`config.mk`:
```
export PLATFORM = sky130hd
export DESIGN_NAME = lsu_mem_ctrl_flat
export DESIGN_NICKNAME = d
export VERILOG_FILES = /design/src/rtl/lsu_mem_ctrl_pkg.sv /design/src/rtl/lsu_mem_ctrl_if.sv /design/src/rtl/lsu_mem_ctrl_align.sv /design/src/rtl/lsu_mem_ctrl.sv /design/src/flat_wrapper.sv
export SDC_FILE = /design/constraint.sdc
export NUM_CORES = 1
export LEC_CHECK = 0
export BUFFER_PORTS_ARGS = -buffer_cell sky130_fd_sc_hd__buf_2
export CORE_MARGIN = 2
export CORE_UTILIZATION = 50
export CTS_CLUSTER_SIZE = 24
export DETAILED_ROUTE_END_ITERATION = 12
export PLACE_DENSITY = 0.81
export SLEW_MARGIN = 20
export SYNTH_ARGS = -nofsm -noshare
export SYNTH_HDL_FRONTEND = slang
export SYNTH_SLANG_ARGS = --single-unit
```
`constraint.sdc`:
```
create_clock -name clk_i -period 2.6 [get_ports clk_i]
set_input_delay 0.52 -clock clk_i [delete_from_list [all_inputs] [get_ports clk_i]]
set_output_delay 0.52 -clock clk_i [all_outputs]
set_load 0.02 [all_outputs]
```
`src/rtl/lsu_mem_ctrl_pkg.sv`:
```
// Shared types and helpers for the load/store unit.
// Access sizes, FSM states and the alignment rule.
package lsu_pkg;

  localparam int XLEN_DEF   = 32;
  localparam int ADDR_W_DEF = 32;

  typedef enum logic [1:0] {
    SZ_B,
    SZ_H,
    SZ_W,
    SZ_D
  } size_e;

  typedef enum logic [1:0] {
    IDLE,
    REQ,
    WAIT,
    DONE
  } state_e;

  // A dword is only a legal access on a 64-bit datapath
  function automatic logic misaligned(
    input logic [2:0] lo,
    input size_e      sz,
    input logic       wide
  );
    logic m;
    unique case (sz)
      SZ_B:    m = 1'b0;
      SZ_H:    m = lo[0];
      SZ_W:    m = |lo[1:0];
      default: m = !wide || (|lo);
    endcase
    return m;
  endfunction

endpackage

```
`src/rtl/lsu_mem_ctrl_if.sv`:
```
// Request/response bundle between core, LSU and memory.
// slave = the LSU, master = the surrounding core and memory.
interface lsu_mem_ctrl_if #(
  parameter int XLEN   = 32,
  parameter int ADDR_W = 32
);

  logic              req_valid_i;
  logic              req_ready_o;
  logic              req_we_i;
  logic              req_signed_i;
  logic [1:0]        req_size_i;
  logic [ADDR_W-1:0] req_addr_i;
  logic [XLEN-1:0]   req_wdata_i;
  logic              resp_valid_o;
  logic [XLEN-1:0]   resp_rdata_o;
  logic              resp_err_o;

  logic              mem_req_valid_o;
  logic              mem_req_ready_i;
  logic              mem_we_o;
  logic [ADDR_W-1:0] mem_addr_o;
  logic [XLEN/8-1:0] mem_wstrb_o;
  logic [XLEN-1:0]   mem_wdata_o;
  logic              mem_resp_valid_i;
  logic [XLEN-1:0]   mem_resp_rdata_i;
  logic              mem_resp_err_i;

  modport slave (
    input  req_valid_i, req_we_i, req_signed_i,
    input  req_size_i, req_addr_i, req_wdata_i,
    output req_ready_o,
    output resp_valid_o, resp_rdata_o, resp_err_o,
    output mem_req_valid_o, mem_we_o, mem_addr_o,
    output mem_wstrb_o, mem_wdata_o,
    input  mem_req_ready_i,
    input  mem_resp_valid_i, mem_resp_rdata_i,
    input  mem_resp_err_i
  );

  modport master (
    output req_valid_i, req_we_i, req_signed_i,
    output req_size_i, req_addr_i, req_wdata_i,
    input  req_ready_o,
    input  resp_valid_o, resp_rdata_o, resp_err_o,
    input  mem_req_valid_o, mem_we_o, mem_addr_o,
    input  mem_wstrb_o, mem_wdata_o,
    output mem_req_ready_i,
    output mem_resp_valid_i, mem_resp_rdata_i,
    output mem_resp_err_i
  );

endinterface

```
`src/rtl/lsu_mem_ctrl_align.sv`:
```
// Byte-lane steering: strobes, store shift, misalignment
// and load extraction with sign/zero extension.
module lsu_align
  import lsu_pkg::*;
#(
  parameter  int XLEN = 32,
  localparam int NB   = XLEN / 8,
  localparam int LW   = $clog2(NB)
) (
  input  size_e           size,
  input  logic [2:0]      addr_lo,
  input  logic            sgn,
  input  logic [XLEN-1:0] wdata,
  input  logic [XLEN-1:0] rdata,
  output logic [NB-1:0]   wstrb,
  output logic [XLEN-1:0] wdata_lane,
  output logic            misal,
  output logic [XLEN-1:0] rdata_ext
);

  logic [LW-1:0]   lane;
  logic [LW+2:0]   sh;
  logic [NB-1:0]   bmask;
  logic [XLEN-1:0] dmask;
  logic [XLEN-1:0] raw;
  logic            top;

  assign lane  = addr_lo[LW-1:0];
  assign sh    = {lane, 3'b000};
  assign misal = misaligned(addr_lo, size, XLEN == 64);

  // Full-width masks make word-on-32 and dword extension no-ops
  always_comb begin
    bmask = '0;
    dmask = '0;
    top   = 1'b0;
    raw   = rdata >> sh;
    unique case (size)
      SZ_B: begin
        bmask = NB'(1);
        dmask = XLEN'(8'hFF);
        top   = raw[7];
      end
      SZ_H: begin
        bmask = NB'(3);
        dmask = XLEN'(16'hFFFF);
        top   = raw[15];
      end
      SZ_W: begin
        bmask = NB'(4'hF);
        dmask = XLEN'(32'hFFFF_FFFF);
        top   = raw[31];
      end
      default: begin
        bmask = '1;
        dmask = '1;
        top   = raw[XLEN-1];
      end
    endcase
    wstrb      = bmask << lane;
    wdata_lane = wdata << sh;
    rdata_ext  = (raw & dmask)
               | ((sgn && top) ? ~dmask : '0);
  end

endmodule

```
`src/rtl/lsu_mem_ctrl.sv`:
```
// Load/store unit: one outstanding access, handshaked
// memory port, response timeout and one-cycle result pulse.
module lsu_mem_ctrl
  import lsu_pkg::*;
#(
  parameter int XLEN    = XLEN_DEF,
  parameter int ADDR_W  = ADDR_W_DEF,
  parameter int TIMEOUT = 255,
  parameter int CNT_W   = 8
) (
  input logic           clk_i,
  input logic           rst_i,
  lsu_mem_ctrl_if.slave bus
);

  localparam int NB = XLEN / 8;
  localparam int LW = $clog2(NB);

  state_e state, state_nxt;

  logic [CNT_W-1:0]  cnt;
  logic              we_q;
  logic              sgn_q;
  size_e             size_q;
  logic [ADDR_W-1:0] addr_q;
  logic [XLEN-1:0]   wdata_q;
  logic [XLEN-1:0]   rdata_q;
  logic              err_q;

  logic            idle;
  logic            tmo;
  size_e           a_size;
  logic [2:0]      a_lo;
  logic [NB-1:0]   wstrb;
  logic [XLEN-1:0] wlane;
  logic [XLEN-1:0] rext;
  logic            misal;

  assign idle = state == IDLE;
  assign tmo  = cnt == CNT_W'(TIMEOUT - 1);

  // While idle the aligner judges the incoming request
  always_comb begin
    a_size = size_q;
    a_lo   = addr_q[2:0];
    if (idle) begin
      a_size = size_e'(bus.req_size_i);
      a_lo   = bus.req_addr_i[2:0];
    end
  end

  lsu_align #(.XLEN(XLEN)) u_align (
    .size       (a_size),
    .addr_lo    (a_lo),
    .sgn        (sgn_q),
    .wdata      (wdata_q),
    .rdata      (bus.mem_resp_rdata_i),
    .wstrb      (wstrb),
    .wdata_lane (wlane),
    .misal      (misal),
    .rdata_ext  (rext)
  );

  always_ff @(posedge clk_i) begin
    if (rst_i) state <= IDLE;
    else       state <= state_nxt;
  end

  always_comb begin
    state_nxt = state;
    unique case (state)
      IDLE:
        if (bus.req_valid_i)
          state_nxt = misal ? DONE : REQ;
      REQ:
        if (bus.mem_req_ready_i) state_nxt = WAIT;
      WAIT:
        if (bus.mem_resp_valid_i || tmo)
          state_nxt = DONE;
      default: state_nxt = IDLE;
    endcase
  end

  always_ff @(posedge clk_i) begin
    if (rst_i) begin
      cnt     <= '0;
      we_q    <= 1'b0;
      sgn_q   <= 1'b0;
      size_q  <= SZ_B;
      addr_q  <= '0;
      wdata_q <= '0;
      rdata_q <= '0;
      err_q   <= 1'b0;
    end else begin
      unique case (state)
        IDLE: if (bus.req_valid_i) begin
          we_q    <= bus.req_we_i;
          sgn_q   <= bus.req_signed_i;
          size_q  <= size_e'(bus.req_size_i);
          addr_q  <= bus.req_addr_i;
          wdata_q <= bus.req_wdata_i;
          err_q   <= misal;
          rdata_q <= '0;
          cnt     <= '0;
        end
        WAIT: begin
          cnt <= cnt + CNT_W'(1);
          // A response in the timeout cycle still wins
          if (bus.mem_resp_valid_i) begin
            err_q   <= bus.mem_resp_err_i;
            rdata_q <= (we_q || bus.mem_resp_err_i)
                     ? '0 : rext;
          end else if (tmo) begin
            err_q <= 1'b1;
          end
        end
        default: ;
      endcase
    end
  end

  assign bus.req_ready_o     = idle;
  assign bus.mem_req_valid_o = state == REQ;
  assign bus.mem_we_o        = (state == REQ) && we_q;
  assign bus.mem_addr_o      = {addr_q[ADDR_W-1:LW], LW'(0)};
  assign bus.mem_wdata_o     = wlane;
  assign bus.mem_wstrb_o     = (state != REQ) ? '0
                             : (we_q ? wstrb : '1);

  assign bus.resp_valid_o = state == DONE;
  assign bus.resp_rdata_o = (state == DONE) ? rdata_q : '0;
  assign bus.resp_err_o   = (state == DONE) && err_q;

endmodule

```
`src/flat_wrapper.sv`:
```
// flat-port wrapper written by rule: the top's interface ports become plain ports
module lsu_mem_ctrl_flat import lsu_pkg::*;
#(
  parameter int XLEN    = XLEN_DEF,
  parameter int ADDR_W  = ADDR_W_DEF,
  parameter int TIMEOUT = 255,
  parameter int CNT_W   = 8
)
  (clk_i, rst_i, bus_req_valid_i, bus_req_we_i, bus_req_signed_i, bus_req_size_i, bus_req_addr_i, bus_req_wdata_i, bus_req_ready_o, bus_resp_valid_o, bus_resp_rdata_o, bus_resp_err_o, bus_mem_req_valid_o, bus_mem_we_o, bus_mem_addr_o, bus_mem_wstrb_o, bus_mem_wdata_o, bus_mem_req_ready_i, bus_mem_resp_valid_i, bus_mem_resp_rdata_i, bus_mem_resp_err_i);
  lsu_mem_ctrl_if #(.XLEN(XLEN), .ADDR_W(ADDR_W)) bus_i ();
  input logic clk_i;
  input logic rst_i;
  input wire logic [$bits(bus_i.req_valid_i)-1:0] bus_req_valid_i;
  input wire logic [$bits(bus_i.req_we_i)-1:0] bus_req_we_i;
  input wire logic [$bits(bus_i.req_signed_i)-1:0] bus_req_signed_i;
  input wire logic [$bits(bus_i.req_size_i)-1:0] bus_req_size_i;
  input wire logic [$bits(bus_i.req_addr_i)-1:0] bus_req_addr_i;
  input wire logic [$bits(bus_i.req_wdata_i)-1:0] bus_req_wdata_i;
  output wire logic [$bits(bus_i.req_ready_o)-1:0] bus_req_ready_o;
  output wire logic [$bits(bus_i.resp_valid_o)-1:0] bus_resp_valid_o;
  output wire logic [$bits(bus_i.resp_rdata_o)-1:0] bus_resp_rdata_o;
  output wire logic [$bits(bus_i.resp_err_o)-1:0] bus_resp_err_o;
  output wire logic [$bits(bus_i.mem_req_valid_o)-1:0] bus_mem_req_valid_o;
  output wire logic [$bits(bus_i.mem_we_o)-1:0] bus_mem_we_o;
  output wire logic [$bits(bus_i.mem_addr_o)-1:0] bus_mem_addr_o;
  output wire logic [$bits(bus_i.mem_wstrb_o)-1:0] bus_mem_wstrb_o;
  output wire logic [$bits(bus_i.mem_wdata_o)-1:0] bus_mem_wdata_o;
  input wire logic [$bits(bus_i.mem_req_ready_i)-1:0] bus_mem_req_ready_i;
  input wire logic [$bits(bus_i.mem_resp_valid_i)-1:0] bus_mem_resp_valid_i;
  input wire logic [$bits(bus_i.mem_resp_rdata_i)-1:0] bus_mem_resp_rdata_i;
  input wire logic [$bits(bus_i.mem_resp_err_i)-1:0] bus_mem_resp_err_i;
  assign bus_i.req_valid_i = bus_req_valid_i;
  assign bus_i.req_we_i = bus_req_we_i;
  assign bus_i.req_signed_i = bus_req_signed_i;
  assign bus_i.req_size_i = bus_req_size_i;
  assign bus_i.req_addr_i = bus_req_addr_i;
  assign bus_i.req_wdata_i = bus_req_wdata_i;
  assign bus_req_ready_o = bus_i.req_ready_o;
  assign bus_resp_valid_o = bus_i.resp_valid_o;
  assign bus_resp_rdata_o = bus_i.resp_rdata_o;
  assign bus_resp_err_o = bus_i.resp_err_o;
  assign bus_mem_req_valid_o = bus_i.mem_req_valid_o;
  assign bus_mem_we_o = bus_i.mem_we_o;
  assign bus_mem_addr_o = bus_i.mem_addr_o;
  assign bus_mem_wstrb_o = bus_i.mem_wstrb_o;
  assign bus_mem_wdata_o = bus_i.mem_wdata_o;
  assign bus_i.mem_req_ready_i = bus_mem_req_ready_i;
  assign bus_i.mem_resp_valid_i = bus_mem_resp_valid_i;
  assign bus_i.mem_resp_rdata_i = bus_mem_resp_rdata_i;
  assign bus_i.mem_resp_err_i = bus_mem_resp_err_i;
  lsu_mem_ctrl #(.XLEN(XLEN), .ADDR_W(ADDR_W), .TIMEOUT(TIMEOUT), .CNT_W(CNT_W)) u_core (.clk_i(clk_i), .rst_i(rst_i), .bus(bus_i));
endmodule
```
==> impl_metrics.py <==
metrics = {
    "pwr": {
        "p_per_area_nw_per_um2": 943,
        "pwr-share-seq_pct": 29.7,
        "vdd.ir_drop.worst_mv": 0.646,
        "p_comb_share_pct": 49.6,
        "p_leak_nw": 3.29,
        "clkPwrFrac_pct": 20.7,
        "p_int_mw": 4.19,
        "switching_share_pct": 40.1,
        "switching_power_mw": 2.81,
        "finalPower_mw": 7.00,
    },
    "synthesis": {
        "synth_xor_area_share_pct": 0.764,
        "synth.yosys.warnings": 0,
        "synth_area_per_cell_um2": 8.13,
        "synthAdderAreaFrac_pct": 1.31,
        "ys_types": 46,
        "syn_inst": 705,
        "synth_compound_area_share_pct": 19.7,
        "synth_top_family_by_area": "simple AND/OR/NAND/NOR gates",
        "synth.cell_area_um2": 5730,
        "ys_seq_area_share_pct": 38.8,
        "synth_mux_area_share_pct": 10.5,
        "ys_ff_latch": 111,
        "synth_simple_gate_area_share_pct": 20.5,
    },
    "grt": {
        "grt_usage_pct": 24.5,
        "globalRouteMet3Util_pct": 6.23,
        "use_met2_pct": 40.9,
        "grt_max_degree": 69,
        "busiest_layer": "met2",
        "grt-ovfl-total": 0,
        "grt_pass1_vias": 5085,
        "use_met1_pct": 30.7,
        "antenna_found_initial": 0,
        "grt_pass1_wl_mm": 24.6,
    },
    "detailed_routing": {
        "wl_per_cell_um": 15.8,
        "routed_wl_mm": 16.2,
        "vias": 5595,
        "vias_per_cell": 5.46,
        "dr.pass1.iters": 5,
        "drt_iter0_drc": 363,
        "route.detailed.drc": 0,
        "ant_nets": 0,
    },
    "critical_path": {
        "required_ns": 2.08,
        "cp_max_fo": 8,
        "crit_type": "register to primary output",
        "start_kind": "register",
        "setup.worst_path.end_class": "primary output",
        "cp_data_arrival_time_ns": 2.06,
    },
    "clocking": {
        "hold_buffers": 0,
        "cts_buffer_depth": 2,
        "clkTransAtPathRegs_ns": 0.07,
        "cts_tree": "built",
        "clk_latency_ns": 0.35,
        "cts_sinks": 111,
        "root_buffer": "clkbuf_16",
        "htreeDepth": 3,
        "cts-buffers-inserted": 9,
    },
    "layout": {
        "syn2layout_area_growth_pct": 29.4,
        "diodes": 0,
        "nets": 991,
        "utilization_pct": 65.5,
        "layout-drive-gt1-share_pct": 37.4,
        "fillers": 958,
    },
    "place": {
        "portBuffers": 208,
        "gp_congestion": 0.874,
        "dp_hpwl_mm": 10.9,
    },
    "floorplanning": {
        "die_h_um": 111,
        "die-area_um2": 12300,
        "io_pins": 211,
        "start_util_pct": 50.6,
        "die-width_um": 111,
        "placementRows": 39,
        "core_um2": 11300,
    },
    "hold_path": {
        "hold_path_class": "input pin to register",
    },
    "timing": {
        "maxSlewHeadroom_pct": 53.3,
        "finClkSkew_ns": 0.00512,
        "post-route-min-period_ns": 2.58,
        "finalSetupViolCount": 0,
        "timing.final.crit_share_pct": 99.1,
        "tightest_slew_ns": 0.701,
        "grt_setup_unrepaired": "true",
        "max_freq_mhz": 388,
        "final_hold_viol_count": 0,
        "finalMaxSlewViolations": 0,
    },
    "outcome": {
        "status": "finished, final reports clean",
    },
    "flow_run": {
        "drv_cap": 0,
    },
}
-- power by group through the flow --
| stage | logic, mW | clock network, mW | registers, mW |
|---|---|---|---|
| 2_1_floorplan | 2.23 | 0 | 2.04 |
| 3_3_place_gp | 2.93 | 0 | 2.08 |
| 3_5_place_dp | 2.96 | 0 | 2.09 |
| 4_1_cts | 3.09 | 1.49 | 2.05 |
| 5_1_grt | 3.73 | 1.54 | 2.10 |
| 6_report | 3.47 | 1.45 | 2.08 |
-- logic make-up after synthesis --
group / after synthesis
DFF: 111
buffers and inverters: 89
muxes: 47
other: 1
xor gates and xnor gates: 5
and+or+nand+nor: 261
AOI/OAI and AO/OA: 185
adders and majority gates: 6
-- layout make-up --
type	instances	area [µm²]	area share [%]
Sequential cell	111	2220	30.0
Timing Repair Buffer	245	1450	19.5
Clock inverter	4	72.6	0.978
Multi-Input combinational cell	506	3240	43.7
Tap cell	143	179	2.41
Inverter	6	22.5	0.304
Clock buffer	10	229	3.09
-- worst paths after layout --
kind | end | slack [ns] | cells past startpoint | from
min reg2reg | u_core.addr_q[2]$_SDFFE_PP0P_ | 0.45 | 2 | u_core.addr_q[2]$_SDFFE_PP0P_
min | u_core.wdata_q[21]$_SDFFE_PP0P_ | 0.40 | 3 | bus_req_wdata_i[21]
max | bus_mem_wdata_o[29] | 0.02 | 8 | u_core.state[0]$_SDFFE_PP0P_
max reg2reg | u_core.rdata_q[31]$_SDFFE_PP0P_ | 0.18 | 9 | u_core.state[0]$_SDFFE_PP0P_
-- through the flow --
step                      hold slack, ns  instance area (µm²)  setup WS, ns  setup TNS (ns)  instances
final                              0.395                 7420        0.0227               0       1025
after global routing               0.394                 7420       -0.0597          -0.694       1025
after CTS                          0.384                 7140       0.00883               0       1018
after detailed placement           0.443                 6750        0.0950               0        999
after floorplan                    0.417                 5780        0.0280               0        706
after global placement             0.428                 6750         0.160               0        999
-- worst max-delay path: stages (launching register included) --
cell	delay, ns
dfxtp_2	0.33
inv_2	0.07
ha_4	0.16
mux2i_4	0.30
buf_6	0.16
buf_12	0.15
mux2i_4	0.26
a21oi_2	0.09
buf_2	0.17
-- cell usage in the layout (no fill, tap or decap), drive strengths merged, types with 2 or more instances in the layout --
master / n
buf: 243
a21oi: 93
a211oi: 12
nand4: 2
nand3: 2
nand2b: 2
mux2i: 29
mux2: 11
and2: 36
nor2: 34
o21a: 3
bufinv: 2
xor2: 2
inv: 6
nand2: 153
nor3: 5
a22oi: 25
a22o: 7
xnor2: 3
o21ai: 39
ha: 6
clkbuf: 12
mux4: 7
dfxtp: 111
or3: 3
conb: 2
nor2b: 18
nor3b: 2
-- metal layers --
metal  vias up  share of wire (%)
li1       2716                  -
met1      2624                 42
met2       227                 49
met3        28                7.1
met4         0                2.1
met5         -                  0
-- repair_timing --
| item | CTS | global route |
|---|---|---|
| buffers inserted | 5 | 4 |
| cloned | 0 | 3 |
| resized for setup | 13 | 44 |
| pin swaps | 2 | 10 |
| endpoints found under the setup margin | 27 | 27 |
-- cells in the mapped netlist, drive strengths merged --
master,n,area (µm²)
nand2,153,574
dfxtp,111,2220
a21oi,93,465
buf,44,315
clkbuf,39,146
o21ai,39,233
and2,36,225
nor2,34,128
mux2i,29,307
a22oi,25,188
nor2b,18,113
a211oi,12,95.1
mux2,11,135
a22o,7,61.3
mux4,7,158
ha,6,75.1
inv,6,22.5
nor3,5,25.0
o21a,3,22.5
or3,3,18.8
xnor2,3,26.3
nand2b,2,12.5
nand3,2,10.0
nand4,2,12.5
nor3b,2,25.0
xor2,2,17.5
a211o,1,8.76
a31oi,1,6.26
and3,1,6.26
and4,1,8.76
and4b,1,10.0
conb,1,3.75
o211ai,1,7.51
o21bai,1,7.51
o221ai,1,26.3
o2bb2ai,1,8.76
or2,1,6.26
-- sequential cells by signal (all words and copies together), names as in the netlist --
| signal | flops |
|---|---|
| u_core.addr_q | 32 |
| u_core.wdata_q | 32 |
| u_core.rdata_q | 32 |
| u_core.cnt | 8 |
| u_core.we_q | 1 |
| u_core.err_q | 1 |
| u_core.sgn_q | 1 |
| u_core.state | 2 |
| u_core.size_q | 2 |
No activity file was read; power rests on OpenSTA's default activity.
